[config.mk]
export PLATFORM = sky130hd
export DESIGN_NAME = matrix_loader
export DESIGN_NICKNAME = d
export VERILOG_FILES = /design/src/rtl/matrix_pkg.sv /design/src/rtl/mat_idx_counter.sv /design/src/rtl/matrix_loader.sv
export SDC_FILE = /design/constraint.sdc
export NUM_CORES = 1
export LEC_CHECK = 0
export ABC_AREA = 1
export CORE_MARGIN = 2
export CORE_UTILIZATION = 45
export DETAILED_ROUTE_END_ITERATION = 8
export DONT_BUFFER_PORTS = 1
export PLACE_DENSITY = 0.69
export SYNTH_ARGS = -nofsm -noshare
export SYNTH_HDL_FRONTEND = slang
export SYNTH_SLANG_ARGS = --single-unit
[constraint.sdc]
create_clock -name clk -period 16.3 [get_ports clk]
set_input_delay 4.075 -clock clk [delete_from_list [all_inputs] [get_ports clk]]
set_output_delay 4.075 -clock clk [all_outputs]
set_load 0.01 [all_outputs]
[src/rtl/matrix_pkg.sv]
// matrix_pkg: shared constants, state encoding and packing helper for the matrix loader
package matrix_pkg;
    localparam int DIM = 5;
    localparam int EW  = 8;
    localparam int MW  = DIM * DIM * EW;
    localparam logic [2:0] MIN_SIZE = 3'd2;
    localparam logic [2:0] MAX_SIZE = 3'd5;
    typedef enum logic [1:0] {
        IDLE   = 2'd0,
        LOAD_A = 2'd1,
        LOAD_B = 2'd2,
        DONE   = 2'd3
    } state_t;
    function automatic logic [7:0] bit_off(input logic [2:0] r, input logic [2:0] c);
        return 8'(MW - EW * (int'(r) * DIM + int'(c) + 1));
    endfunction
endpackage

[src/rtl/mat_idx_counter.sv]
// mat_idx_counter: row-major (r,c) walker over an NxN sub-grid, wraps to (0,0) after the last cell
module mat_idx_counter
    import matrix_pkg::*;
(
    input  logic       clk,
    input  logic       rst,
    input  logic       clr,
    input  logic       inc,
    input  logic [2:0] size,
    output logic [2:0] r,
    output logic [2:0] c,
    output logic       last
);
    logic [2:0] r_row, r_col;
    logic       w_row_end;
    assign w_row_end = r_col == size - 3'd1;
    assign last      = w_row_end && r_row == size - 3'd1;
    assign r         = r_row;
    assign c         = r_col;
    always_ff @(posedge clk or posedge rst) begin
        if (rst) begin
            r_row <= '0;
            r_col <= '0;
        end else if (clr) begin
            r_row <= '0;
            r_col <= '0;
        end else if (inc) begin
            r_col <= w_row_end ? 3'd0 : r_col + 3'd1;
            r_row <= last ? 3'd0 : w_row_end ? r_row + 3'd1 : r_row;
        end
    end
endmodule

[src/rtl/matrix_loader.sv]
// matrix_loader: streams A then B elements into zero-padded 5x5 packed operands for the multiplier
module matrix_loader
    import matrix_pkg::*;
(
    input  logic          clk,
    input  logic          rst,
    input  logic          start,
    input  logic [2:0]    mat_size,
    input  logic [EW-1:0] in_data,
    input  logic          in_valid,
    output logic          in_ready,
    output logic [MW-1:0] lin,
    output logic [MW-1:0] col,
    output logic          mat_valid,
    input  logic          mat_ack,
    output logic          busy,
    output logic          err
);
    state_t        r_state, w_next;
    logic [2:0]    r_size, w_r, w_c;
    logic [MW-1:0] r_lin, r_col;
    logic          r_mat_valid, r_err, w_legal, w_go, w_beat, w_last;
    assign w_legal   = mat_size >= MIN_SIZE && mat_size <= MAX_SIZE;
    assign w_go      = r_state == IDLE && start && w_legal;
    assign in_ready  = r_state == LOAD_A || r_state == LOAD_B;
    assign w_beat    = in_valid && in_ready;
    assign busy      = r_state != IDLE;
    assign lin       = r_lin;
    assign col       = r_col;
    assign mat_valid = r_mat_valid;
    assign err       = r_err;
    mat_idx_counter u_idx (
        .clk  (clk),
        .rst  (rst),
        .clr  (w_go),
        .inc  (w_beat),
        .size (r_size),
        .r    (w_r),
        .c    (w_c),
        .last (w_last)
    );
    always_ff @(posedge clk or posedge rst) begin
        if (rst) r_state <= IDLE;
        else     r_state <= w_next;
    end
    always_comb begin
        w_next = r_state;
        case (r_state)
            IDLE:    w_next = w_go ? LOAD_A : IDLE;
            LOAD_A:  w_next = w_beat && w_last ? LOAD_B : LOAD_A;
            LOAD_B:  w_next = w_beat && w_last ? DONE : LOAD_B;
            default: w_next = mat_ack ? IDLE : DONE;
        endcase
    end
    always_ff @(posedge clk or posedge rst) begin
        if (rst) begin
            r_size      <= '0;
            r_lin       <= '0;
            r_col       <= '0;
            r_mat_valid <= 1'b0;
            r_err       <= 1'b0;
        end else begin
            r_mat_valid <= w_next == DONE;
            r_err       <= r_state == IDLE && start && !w_legal;
            if (w_go) begin
                r_size <= mat_size;
                r_lin  <= '0;
                r_col  <= '0;
            end
            if (w_beat && r_state == LOAD_A) r_lin[bit_off(w_r, w_c) +: EW] <= in_data;
            if (w_beat && r_state == LOAD_B) r_col[bit_off(w_r, w_c) +: EW] <= in_data;
        end
    end
endmodule
==> impl_metrics.yaml <==
place:
  place_area_sq_um: 19300
  dp_hpwl_um: 40700
  place_congestion: 0.848
  portBuffers: 0
drt:
  ant_nets: 0
  num_vias: 15300
  drc: 0
  firstDrtPassIters: 7
  viasPerCell: 5.46
  drt_iter0_drc: 1401
  wire_per_inst_um: 21.0
  wirelength_um: 58700
logic_synthesis:
  synth-edff-count: 0
  netlist.area_leader.share_pct: 54.1
  ys_seq_area_share_pct: 54.1
  syn_nets: 2328
  ys_async_sr_fraction_pct: 100
  synth_cells: 2290
  synth.distinct_cells: 40
  synthTopCellsByCount: "nand2_1 (585), dfrtp_1 (413), o21ai_0 (255)"
  synth_ff_type: "dfrtp_1"
  synth_area_leader_cell: "dfrtp_1"
  synth_area_leaders: "dfrtp_1 (54%), nand2_1 (11%), o21ai_0 (6.7%), nand3_1 (5.8%), inv_1 (4.6%)"
  synth.most_common_cell: "nand2_1"
  syn_area_per_cell_sq_um: 8.35
  ys_warn_count: 0
  synthesis.area_sq_um: 19100
  synth_seq_cells: 413
setup_path:
  regToRegSetupSlack_ns: 10.76
  critPathKind: "primary input to asynchronous set/reset pin"
  end_kind: "asynchronous set/reset pin"
  cp.arrival_ns: 7.24
  startpoint_type: "primary input"
  crit-reg2reg-capture: "col[69]"
  cp_max_fo: 122
  rr_startpoint: "u_idx.r[0]"
  ff2ff_path_depth: 15
  critPathRequiredTime_ns: 16.81
floorplanning:
  ioPinCount: 420
  die_area_sq_um: 44100
  initial_core_util_pct: 45.6
  die_x_um: 210
  die_height_um: 210
  core_area_sq_um: 41900
  row_count: 75
final_layout:
  area_delta_synth_final_pct: 8.78
  insertedDiodeCount: 0
  drive_gt1_share_pct: 7.71
  nFillCells: 3978
  nets: 2259
  finalInstanceArea_sq_um: 20800
global_route:
  grt_pass1_wl_um: 89900
  grt_use_total_pct: 26.5
  antenna_found_initial: 0
  grt_overflow: 0
  grt_max_degree: 123
  grt_pass1_vias: 14800
sta:
  max_slew_margin_pct: 25.8
  fin_worst_skew_ns: 0.0154
  fmax_mhz: 148
  setup_viol: 0
  tightest_slew_ns: 1.11
  whs_ns: 0.520
  setup_tns_ns: 0
  finalHoldViolations: 0
  min_period_ns: 6.74
  fin_crit_sh_pct: 41.3
  slew_viol_final: 0
  rsz0062_at_grt: "no"
clock_tree:
  cts_tree: "built"
  clkLatencyLatePin_ns: 0.57
  cts_resized: 0
  htreeDepth: 2
  clock_path_buffers: 3
  cts_sinks: 413
  postCtsSetupRepairBufs: 0
  cts_inserted_buffers: 43
  clkTransAtPathRegs_ns: 0.06
  clk_root_buffer_cell: "clkbuf_16"
  postCtsHoldBufs: 0
worst_hold_path:
  whs_endpoint: "r_size[2]"
  min_path_type: "flop to flop"
  min_path_cells: 2
  worstHoldStart: "r_size[2]"
power_and_ir_drop:
  ir_drop_v: 0.000260
  p_total_uw: 4700
  power_density_nw_per_um2: 226
  power_leakage_uw: 0.00981
run:
  maxCapViolCount: 0
outcome:
  status: "completed"
flip-flops by register name, summed over array words and instances (netlist names):
signal and count:
col 200, err 1, lin 200, mat_valid 1, r_size 3, r_state 2, u_idx.c 3, u_idx.r 3
cell type report:
class | instances | area (sq um) | share of cell area [%]
Timing Repair Buffer | 22 | 165 | 0.794
Sequential cell | 413 | 10300 | 49.7
Inverter | 245 | 935 | 4.50
Tap cell | 539 | 674 | 3.24
Clock inverter | 20 | 254 | 1.22
Multi-Input combinational cell | 1496 | 7190 | 34.6
Clock buffer | 60 | 1240 | 5.96
power by group:
part,internal (uW),total [uW],switching [uW]
Clock,614,1030,419
Sequential,1160,1350,192
Combinational,442,2310,1870
Total,2220,4700,2480
logic make-up (layout without fill, tap and decap cells):
family | after synthesis | in the layout | share of synthesized area [%]
and+or+nand+nor | 1180 | 1180 | 28.2
DFF | 413 | 413 | 54.1
buffers and inverters | 381 | 347 | 8.39
AOI/OAI and AO/OA | 291 | 291 | 7.69
adders and majority gates | 22 | 22 | 1.52
xor gates and xnor gates | 3 | 3 | 0.137
worst max path at each step:
stage	from	end	slack, ns	cells past startpoint
2_1_floorplan	rst	col[0]	0.73	1
3_3_place_gp	rst	col[171]	8.91	4
3_5_place_dp	rst	lin[171]	8.81	4
4_1_cts	rst	col[40]	9.42	4
5_1_grt	rst	col[172]	8.96	4
6_report	rst	lin[46]	9.56	4
placed cells by master (no fill, tap or decap), drive strengths merged, types with 2 or more instances in the layout:
cell | synthesis | layout
clkinv | 5 | 14
nand4 | 90 | 90
nand3 | 238 | 238
a21oi | 3 | 3
bufinv | 0 | 5
xor2 | 3 | 3
clkinvlp | 0 | 4
inv | 240 | 242
nor2 | 204 | 204
dfrtp | 413 | 413
clkbuf | 65 | 60
o21ai | 285 | 285
nand2 | 604 | 604
nor3 | 40 | 40
ha | 20 | 20
fa | 2 | 2
buf | 71 | 22
critical path, stage by stage:
cell   delay (ns)
inv_8        0.50
buf_4        0.91
buf_4        0.63
buf_4        0.94
stage by stage:
step / setup slack, ns / utilization (%) / instances
6_report: 9.56 / 49.6 / 2795
5_1_grt: 8.96 / 49.6 / 2795
4_1_cts: 9.42 / 49.6 / 2795
3_5_place_dp: 8.81 / 46.0 / 2715
3_3_place_gp: 8.91 / 46.0 / 2715
2_1_floorplan: 0.732 / - / 2290
per-layer routing:
metal | part of all wire (%) | vias to the layer above | GRT usage (%)
met5 | 0 | - | 0
met4 | 3.1 | 0 | 9.07
met3 | 9.8 | 110 | 8.12
met2 | 47 | 643 | 43.4
met1 | 40 | 7291 | 33.6
li1 | - | 7221 | -
(Power assumes the default switching activity.)
